File: src/rtl/fifo_rd_arbiter.sv
`default_nettype none
// ============================================================================
// Module   : fifo_rd_arbiter
// Purpose  : Round-robin arbiter sharing the read port of an async FIFO
//            (read-clock domain) among NUM_REQ consumers. One consumer at a
//            time gets a bounded burst of reads; returned data is steered
//            back to the consumer that issued each read.
// Ports    : rd_clk        read-domain clock (rising edge)
//            rd_rst_n      asynchronous active-low reset
//            req           per-consumer level read request
//            fifo_empty    empty flag from the read-pointer block
//            fifo_rd_data  FIFO read data, valid the cycle after fifo_rd_en
//            fifo_rd_en    read enable to the read-pointer block (comb.)
//            gnt           one-hot registered grant
//            rd_data       registered copy of fifo_rd_data
//            rd_valid      one-hot owner tag of the returned read
//            busy          high while a burst grant is active
// Revision : 1.0 - initial release
// ============================================================================
module fifo_rd_arbiter #(
  parameter int NUM_REQ       = 4,
  parameter int DW            = 8,
  parameter int MAX_BURST     = 8,
  parameter int EMPTY_TIMEOUT = 4
) (
  input  logic               rd_clk,
  input  logic               rd_rst_n,
  input  logic [NUM_REQ-1:0] req,
  input  logic               fifo_empty,
  input  logic [DW-1:0]      fifo_rd_data,
  output logic               fifo_rd_en,
  output logic [NUM_REQ-1:0] gnt,
  output logic [DW-1:0]      rd_data,
  output logic [NUM_REQ-1:0] rd_valid,
  output logic               busy
);

  localparam int          IW         = (NUM_REQ > 1) ? $clog2(NUM_REQ) : 1;
  localparam logic [3:0]  BURST_LAST = 4'(MAX_BURST - 1);
  localparam logic [3:0]  EMPTY_LAST = 4'(EMPTY_TIMEOUT - 1);

  typedef enum logic [0:0] {
    ST_IDLE  = 1'b0,
    ST_BURST = 1'b1
  } state_t;

  state_t               state_q, state_d;
  logic [IW-1:0]        idx_q, idx_d;
  logic [IW-1:0]        ptr_q, ptr_d;
  logic [NUM_REQ-1:0]   gnt_q, gnt_d;
  logic [3:0]           burst_cnt_q, burst_cnt_d;
  logic [3:0]           empty_cnt_q, empty_cnt_d;
  logic [NUM_REQ-1:0]   rd_valid_q;
  logic [DW-1:0]        rd_data_q;
  logic                 rst_sync_q;
  logic                 rd_en;
  logic                 sel_found;
  logic [IW-1:0]        sel_idx;

  function automatic logic [NUM_REQ-1:0] onehot(input logic [IW-1:0] i);
    return {{(NUM_REQ-1){1'b0}}, 1'b1} << i;
  endfunction

  // Consumer index at offset k from the priority pointer, modulo NUM_REQ.
  function automatic logic [IW-1:0] rot_idx(input logic [IW-1:0] base, input int k);
    return IW'((int'(base) + k) % NUM_REQ);
  endfunction

  // Scan from the farthest offset down so the nearest requester wins.
  always_comb begin
    sel_found = 1'b0;
    sel_idx   = '0;
    for (int k = NUM_REQ - 1; k >= 0; k--) begin
      if (req[rot_idx(ptr_q, k)]) begin
        sel_found = 1'b1;
        sel_idx   = rot_idx(ptr_q, k);
      end
    end
  end

  always_comb begin
    state_d     = state_q;
    idx_d       = idx_q;
    ptr_d       = ptr_q;
    gnt_d       = gnt_q;
    burst_cnt_d = burst_cnt_q;
    empty_cnt_d = empty_cnt_q;
    rd_en       = 1'b0;

    case (state_q)
      ST_IDLE: begin
        // rst_sync_q holds off the first grant until one edge after release.
        if (rst_sync_q && sel_found) begin
          idx_d       = sel_idx;
          gnt_d       = onehot(sel_idx);
          burst_cnt_d = '0;
          empty_cnt_d = '0;
          state_d     = ST_BURST;
        end
      end

      ST_BURST: begin
        rd_en = req[idx_q] & ~fifo_empty;
        if (rd_en) begin
          burst_cnt_d = burst_cnt_q + 4'd1;
          empty_cnt_d = '0;
        end else if (req[idx_q]) begin
          // Requesting but not reading means the FIFO is empty.
          empty_cnt_d = empty_cnt_q + 4'd1;
        end

        if ((rd_en && (burst_cnt_q == BURST_LAST)) ||
            !req[idx_q] ||
            (fifo_empty && (empty_cnt_q == EMPTY_LAST))) begin
          state_d     = ST_IDLE;
          gnt_d       = '0;
          burst_cnt_d = '0;
          empty_cnt_d = '0;
          ptr_d       = (idx_q == IW'(NUM_REQ - 1)) ? '0 : idx_q + 1'b1;
        end
      end

      default: begin
        state_d = ST_IDLE;
      end
    endcase
  end

  always_ff @(posedge rd_clk or negedge rd_rst_n) begin
    if (!rd_rst_n) begin
      state_q     <= ST_IDLE;
      idx_q       <= '0;
      ptr_q       <= '0;
      gnt_q       <= '0;
      burst_cnt_q <= '0;
      empty_cnt_q <= '0;
      rd_valid_q  <= '0;
      rd_data_q   <= '0;
      rst_sync_q  <= 1'b0;
    end else begin
      state_q     <= state_d;
      idx_q       <= idx_d;
      ptr_q       <= ptr_d;
      gnt_q       <= gnt_d;
      burst_cnt_q <= burst_cnt_d;
      empty_cnt_q <= empty_cnt_d;
      rst_sync_q  <= 1'b1;
      // idx_q is still the issuing consumer at the read edge, even when the
      // grant drops at that same edge, so the last read is tagged correctly.
      rd_valid_q  <= rd_en ? onehot(idx_q) : '0;
      // FIFO data is valid in the cycle following a read.
      if (|rd_valid_q) begin
        rd_data_q <= fifo_rd_data;
      end
    end
  end

  assign fifo_rd_en = rd_en;
  assign gnt        = gnt_q;
  assign rd_valid   = rd_valid_q;
  assign rd_data    = rd_data_q;
  assign busy       = (state_q == ST_BURST);

endmodule
`default_nettype wire

File: config.mk
export PLATFORM = sky130hd
export DESIGN_NAME = fifo_rd_arbiter
export DESIGN_NICKNAME = d
export VERILOG_FILES = /design/src/rtl/fifo_rd_arbiter.sv
export SDC_FILE = /design/constraint.sdc
export NUM_CORES = 1
export LEC_CHECK = 0
export CAP_MARGIN = 20
export CORE_ASPECT_RATIO = 0.5
export CORE_MARGIN = 2
export CORE_UTILIZATION = 40
export DETAILED_ROUTE_END_ITERATION = 10
export GPL_TIMING_DRIVEN = 0
export PLACE_DENSITY_LB_ADDON = 0.2
export SLEW_MARGIN = 25
export SYNTH_ARGS = -nofsm -noshare
export SYNTH_HDL_FRONTEND = slang
export SYNTH_SLANG_ARGS = --single-unit
File: constraint.sdc
create_clock -name rd_clk -period 1.8 [get_ports rd_clk]
set_input_delay 0.27 -clock rd_clk [delete_from_list [all_inputs] [get_ports rd_clk]]
set_output_delay 0.27 -clock rd_clk [all_outputs]
set_load 0.005 [all_outputs]
-- Word level (Yosys, flattened, before mapping)
Cells that the tools add are included.
- flip-flop bits (word level): 30
- output and inout port bits: 18
- logic and storage cells: 79
- mux-type cells: 35
- order comparisons: 5
- reductions and logical operators: 12
- equal/unequal tests: 7
- bitwise operators: 3
- $add $sub $neg: 6
- shift-type cells: 2
- operators by type and width (operator ; count):
    $mux 4 ; 9
    $pmux 4 s2 ; 3
    $lt 2x3->1 const B ; 5
    $mux 1 ; 12
    $bmux 1 s2 ; 5
    $mux 2 ; 5
    $reduce_and 2->1 ; 5
    $add 4x1->4 const B ; 2
    $shl 1x2->4 const A ; 2
    $add 2x1->2 const B ; 2
    $add 2x2->2 const B ; 2
    $eq 4x2->1 const B ; 1
    $eq 4x3->1 const B ; 1
    $ne 4x1->1 const B ; 1
    $reduce_or 4->1 ; 1
    $logic_and 1x1->1 ; 3
    $ne 3x1->1 const B ; 1
    $eq 2x2->1 const B ; 1
    $logic_or 1x1->1 ; 2
    $ne 2x1->1 const B ; 1
    $ne 2x2->1 const B ; 1
    $not 1->1 ; 2
    $pmux 1 s2 ; 1
    $and 1x1->1 ; 1
    $logic_not 1->1 ; 1

-- Longest topological paths before layout
Gate-level depths: netlist (run 1).
- depth in word-level cells: 10
- mapped depth: 5

-- Worst setup path after synthesis (run 1)
OpenSTA, ideal clock, no wires.
- path type: register -> register
- start: register idx_q[1]
- end: register ptr_q[0]
- data arrival time: 1542 ps
- period minus slack after synthesis: 1670 ps
- stages on the path, launching flop included: 5
- data required time: 1672 ps
- path slack: 130 ps
- path through: dfrtp_1 buf_6 mux4_2 a31oi_4 mux2_1
- word-level cells in the longest chain between the ends: 7
- elaborated cells on any way between the ends: 10
- ends and longest elaborated chain (item ; RTL line ; source):
    start, declared ; 48 ; logic [IW-1:0] idx_q, idx_d;
    start signal, assigned ; 142 ; idx_q <= idx_d;
    $bmux 1 s2 ; 103, 113 ;
    $mux 1 (implied by the code) ; 103, 113 ;
    $and 1x1->1 ; 103 ; rd_en = req[idx_q] & ~fifo_empty;
    $logic_and 1x1->1 ; 112 ; if ((rd_en && (burst_cnt_q == BURST_LAST)) ||
    $logic_or 1x1->1 ; 112 ;
    $logic_or 1x1->1 ; 113 ; !req[idx_q] ||
    $reduce_and 2->1 (no source line) ; n/a ;
    end signal, assigned ; 143 ; ptr_q <= ptr_d;
    end, declared ; 49 ; logic [IW-1:0] ptr_q, ptr_d;
Parallel ways exist; a longest one is shown, timed or not. The select of a mux whose other input is x is not followed.
A chain may end at the register's enable or synchronous reset.

-- Final worst setup path (run 1)
- start: input port req[2]
- end: register ptr_q[0]
- word-level cells in the longest chain between the ends: 7
- elaborated cells on any way between the ends: 8
- ends and longest elaborated chain (item ; RTL line ; source):
    start, declared ; 28 ; input logic [NUM_REQ-1:0] req,
    $bmux 1 s2 * ; 103, 113 ;
    $mux 1 (implied by the code) * ; 103, 113 ;
    $and 1x1->1 ; 103 ;
    $logic_and 1x1->1 ; 112 ;
    $logic_or 1x1->1 * ; 112 ;
    $logic_or 1x1->1 * ; 113 ;
    $reduce_and 2->1 (no source line) * ; n/a ;
Every way passes the cells marked *; elsewhere a longest branch is shown, timed or not. The select of a mux whose other input is x is not followed.

==> run metrics, run 1 <==
Worst R2R Setup Slack=roughly 0.010 ns; port bufs=32; Worst slew margin=45.8%; CTS clk-pin slew, worst paths=around 0.070 ns; Logic pwr share=43.4%; vias in the first global route=1,079; Cells after Synth=125; post-synth top area share=48.9%; worst path bufs/invs=1; outcome=finished with violations; Vias/cell=5.08; CP Cell Sequence=clkdlybuf4s50_1, mux4_2, a31oi_4, mux2_1; Switching Share=31.5%; share of layout cells above drive strength 1=21.8%; delay-heaviest family, CP=multiplexers; Worst-Margin Slew=slightly above 0.8 ns; cell taking the most area after synthesis=dfrtp_1; global-route wire length before repair=between 5000 and 6000 µm; Worst Setup SP=req[2]; cells on worst reg2reg path=4; Residual DRC=0; Top Ports=33; commonest register cell after synthesis=dfrtp_1; Final nets=190; clk sinks=30; Ant. Diodes=0; CP startpoint kind=input port; final worst-path cycle share=100%; layout overhead on the synthesized area=35.2%; max frequency=554 MHz; Syn Nets=roughly 150; Clock Latency Late Sink=0.28 ns; total track usage=approximately 16%; H-tree depth=2; Crit Path Max Fanout=6; Synth warnings=0; GPL Wtd Cong=0.723; Initial Util=43.2%; FF+latch count, synth=30; core footprint=between 3000 and 4000 µm²; drt first pass iters=4; leakage power=0.886 nW; CTS tree=built; reg2reg start=idx_q[1]; initial antenna violation count=0; Iteration-0 DRC Markers=36; min cycle time layout=1.80 ns; Sequential cell area=about 750 µm²; sequential fraction of the synthesis area=48.9%; Clock power frac=21.4%; CTS Buffer Depth=2; # rows=15; VDD IR max=0.557 mV; WS Path Type=input port to register; DRT Wirelength=3100 µm; worst hold slack=0.0178 ns; DR WL/cell=14.0 µm; FILL cells=slightly below 300; root buffer cell=clkbuf_8; worst path arrival time=around 2 ns; Final Hold Violating Endpoints=0; CP Capture Type=register; footprint of the multi-input gates=768 µm²; Synth area leaders=dfrtp_1 49%, mux2_2 5.9%, ha_1 4.9%; failing checks=negative setup slack; CTS Buf Count=5; number of flops mapped to enable cells by yosys=0; Final WS setup=-0.00451 ns; largest net degree at the start of global routing=31; die area=4380 µm²; Slowest cell on crit path=clkdlybuf4s50_1; Slew Limit Fails=0; Post-synth ARST share=100%; Die Wd=91.6 µm; commonest non-fill, non-tap cell in the layout=dfrtp_1; global route total overflow=0; Req. time, crit path=1.96 ns; max_cap viols=0; Hold Crit Class=input port to async pin; R2R Path End=ptr_q[0]; Syn Area/Cell=12.3 µm²; Pint=2.11 mW; cell area after synthesis=1530 µm²; Sequential Power Share=35.2%; RSZ-0062 raised after global routing=yes; worst slack at placement=-0.646 ns; PD cells=1480 nW/µm²; total number of vias=1,122; Post-DRT Antenna Nets=0; CP peak stage delay=0.53 ns; final setup violation count=1; most frequent cells in the layout=30 x dfrtp_1, 27 x clkdlybuf4s50_1, 8 x mux2_2, 6 x and2_1, 6 x ha_1; Chip Height=47.8 µm; skew final=~0.0063 ns; sw power=969 µW; Yosys cell types=41
## cells in the mapped netlist (all sizes together), types with 3 or more instances
cell    instances
dfrtp          30
mux2           10
and2            6
ha              6
nor2            6
nand2           5
nand3           5
nor2b           5
a31oi           4
inv             4
o21ai           4
a21o            3
nand3b          3
o22ai           3
## layout make-up
class	instances	share of cell area (%)
sequential	30	36.2
buffer	2	1.09
timing repair buffer	37	16.6
inverter	4	0.724
clock inverter	3	1.93
clock buffer	5	3.32
tap	51	3.08
multi-input combinational	89	37.1
## stage by stage
| step | instances | setup TNS [ns] | area (µm²) | power (mW) | utilization (%) |
|---|---|---|---|---|---|
| 6_report | 221 | -0.00451 | 2070 | 3.08 | 58.4 |
| 5_1_grt | 221 | -0.269 | 2070 | 3.30 | 58.4 |
| 4_1_cts | 220 | 0 | 2050 | 3.06 | 57.9 |
| 3_5_place_dp | 208 | -3.72 | 1910 | 2.32 | 53.9 |
| 3_3_place_gp | 208 | -5.10 | 1920 | 2.28 | 54.1 |
| 2_1_floorplan | 125 | 0 | 1530 | 1.77 | - |
## state kept, by name (all words and copies together), names as in the netlist
| name | cells |
|---|---|
| burst_cnt_q | 4 |
| busy | 1 |
| empty_cnt_q | 4 |
| gnt | 4 |
| idx_q | 2 |
| ptr_q | 2 |
| rd_data | 8 |
| rd_valid | 4 |
| rst_sync_q | 1 |
## per-layer routing
layer | vias to the layer above | wire length, µm | share of wire, % | global-route usage, %
met5 | - | 0 | 0 | 0
met4 | 0 | 27 | 0.87 | 6.36
met3 | 5 | 188 | 6.1 | 6.14
met2 | 35 | 1320 | 43 | 25.9
met1 | 529 | 1560 | 50 | 21.0
li1 | 553 | - | - | -
## power by group through the flow
stage	Sequential [mW]	Clock, mW	Combinational, mW
2_1_floorplan	1.08	0	0.683
6_report	1.08	0.657	1.34
5_1_grt	1.12	0.711	1.46
3_3_place_gp	1.09	0	1.19
3_5_place_dp	1.10	0	1.22
4_1_cts	1.08	0.680	1.30
## repair_timing
action | CTS | global route
endpoints found under the setup margin | 5 | 6
pin swaps | 2 | 1
hold buffers | 0 | 0
resized for setup | 10 | 2
setup buffers | 4 | 1
## logic make-up (layout without fill, tap and decap cells)
family,count (synthesis),in the layout,synth area share [%]
and+or+nand+nor,41,41,16.3
adders and majority gates,6,6,4.89
other,1,1,0.244
AOI/OAI and AO/OA,28,28,16.2
DFF,30,30,48.9
buffers and inverters,6,51,2.45
muxes,13,13,10.9
## how the worst max path moves through the flow
| stage | to | slack (ns) | cells past startpoint |
|---|---|---|---|
| 2_1_floorplan | ptr_q[0] | 0.13 | 4 |
| 3_3_place_gp | fifo_rd_en | -0.65 | 5 |
| 3_5_place_dp | fifo_rd_en | -0.65 | 5 |
| 4_1_cts | ptr_q[1] | 0.003 | 4 |
| 5_1_grt | fifo_rd_en | -0.06 | 5 |
| 6_report | ptr_q[0] | -0.005 | 4 |
(Power assumes the default switching activity.)
==> run 2: changes to the inputs <==
CTS_BUF_LIST = sky130_fd_sc_hd__clkbuf_16   (was unset)
==> run metrics, run 2 (same netlist as run 1, synthesis figures left out) <==
CP startpoint kind=register; Initial Util=43.2% (unchanged); core footprint=3550 µm² (unchanged); vias in the first global route=1,123 (+4.1%); largest net degree at the start of global routing=31 (unchanged); WS Path Type=register to output port; total number of vias=1,139 (+1.5%); clk sinks=30 (unchanged); drt first pass iters=4 (unchanged); global route total overflow=0 (unchanged); Clock Latency Late Sink=0.28 ns (about the same); max frequency=562 MHz (+1.5%); root buffer cell=clkbuf_16; Hold Crit Class=input port to async pin; PD cells=1580 nW/µm² (+6.5%); Residual DRC=0 (unchanged); skew final=0.00310 ns (-0.00319 ns); Die Wd=91.6 µm (unchanged); cts hold-fix bufs=0 (unchanged); Slew Limit Fails=0 (unchanged); DRT Wirelength=3310 µm (+6.9%); commonest non-fill, non-tap cell in the layout=dfrtp_1; Post-DRT Antenna Nets=0 (unchanged); layout overhead on the synthesized area=39.6%; H-tree depth=2 (unchanged); share of layout cells above drive strength 1=21.6% (-0.13 points); Ant. Diodes=0 (unchanged); # rows=15 (unchanged); final setup violation count=0 (-1); Crit Path Max Fanout=5 (-1); CTS Buf Count=5 (unchanged); Worst-Margin Slew=0.807 ns (-0.000000775 ns); CTS clk-pin slew, worst paths=0.05 ns (-0.02 ns); Worst slew margin=45.8% (about the same); leakage power=0.916 nW (+3.3%); Vias/cell=5.13 (+1.1%); Final nets=191 (+0.53%); global-route wire length before repair=5440 µm (+3.7%); most frequent cells in the layout=30 x dfrtp_1, 26 x clkdlybuf4s50_1, 8 x mux2_2; Chip Height=47.8 µm (unchanged); GPL Wtd Cong=0.723 (unchanged); max_cap viols=0 (unchanged); cells on worst reg2reg path=4 (unchanged); Top Ports=33 (unchanged); Req. time, crit path=1.53 ns (-0.43 ns); final worst-path cycle share=98.8% (-1.5 points); CP Capture Type=output port; worst slack at placement=-0.646 ns (unchanged); CTS Buffer Depth=2 (unchanged); CTS tree=built; outcome=completed; Final WS setup=0.0219 ns (+0.0264 ns); Iteration-0 DRC Markers=48 (+33%); Final Hold Violating Endpoints=0 (unchanged); cell total after placement=208 (unchanged); RSZ-0062 raised after global routing=yes; total track usage=17.0% (+0.73 points); VDD IR max=0.508 mV (-8.9%); worst path arrival time=1.51 ns (-0.46 ns); max reg flops=8 (unchanged); initial antenna violation count=0 (unchanged); die area=4380 µm² (unchanged); Non-Filler Instances=222 (+0.45%); port bufs=32 (unchanged); DR WL/cell=14.9 µm (+6.4%); min cycle time layout=1.78 ns (-0.0264 ns)
run 2: cell count changes in the layout (fill, tap and decap cells not counted), sizes merged:
cell and change:
clkdlybuf4s50 -1, buf +1, dlygate4sd2 +1
run 2: metrics by stage:
step | instance area [µm²] | utilization, % | hold slack [ns] | total power, mW | setup TNS (ns)
after floorplan | 1530 | - | -0.0256 | 1.77 | 0
after detailed placement | 1910 | 53.9 | 0.352 | 2.32 | -3.72
after global placement | 1920 | 54.1 | 0.486 | 2.28 | -5.10
after CTS | 2100 | 59.3 | 0.0548 | 3.32 | 0
final | 2140 | 60.4 | 0.0224 | 3.38 | 0
after global routing | 2140 | 60.4 | 0.0859 | 3.60 | -0.196
run 2: report_power, final:
part           total [mW]  switching [mW]  leakage [nW]  internal (mW)
registers            1.09           0.178         0.384          0.908
logic                1.36           0.565         0.448          0.798
clock network       0.935           0.289        0.0836          0.646
run 2: final timing paths:
| path | slack (ns) | startpoint | end |
|---|---|---|---|
| setup / recovery | 0.02 | idx_q[1] | fifo_rd_en |
| hold / removal | 0.02 | rd_rst_n | rd_data[7] |
| setup reg to reg | 0.04 | idx_q[1] | ptr_q[1] |
| hold reg to reg | 0.50 | gnt[3] | gnt[3] |
| max in group asynchronous | 1.35 | rd_rst_n | gnt[0] |
| min in group rd_clk | 0.50 | gnt[3] | gnt[3] |
run 2: critical path, cell delays in order, from the launching register on:
cell and delay (ns):
dfrtp_1 0.39, buf_6 0.15, mux2i_4 0.19, o22a_1 0.28, nor2_4 0.11, buf_2 0.12
run 2: layer usage:
| layer | GRT usage (%) | share of wire (%) | vias up |
|---|---|---|---|
| met4 | 6.36 | 1.3 | 0 |
| met5 | 0 | 0 | - |
| li1 | - | - | 552 |
| met1 | 21.1 | 48 | 545 |
| met3 | 7.56 | 6.2 | 5 |
| met2 | 27.4 | 45 | 37 |
run 2: layout make-up:
cell class                      instances  area [µm²]
Buffer                                  2        22.5
Clock inverter                          3        40.0
Sequential cell                        30         751
Timing Repair Buffer                   38         350
Inverter                                4        15.0
Fill cell                             289        1410
Tap cell                               51        63.8
Multi-Input combinational cell         89         773
Clock buffer                            5         125
run 2: repair_timing:
item,in CTS,in global routing
pin swaps,2,3
setup buffers,3,3
gates cloned,0,0
endpoints found under the setup margin,5,8
gates resized for setup,11,2
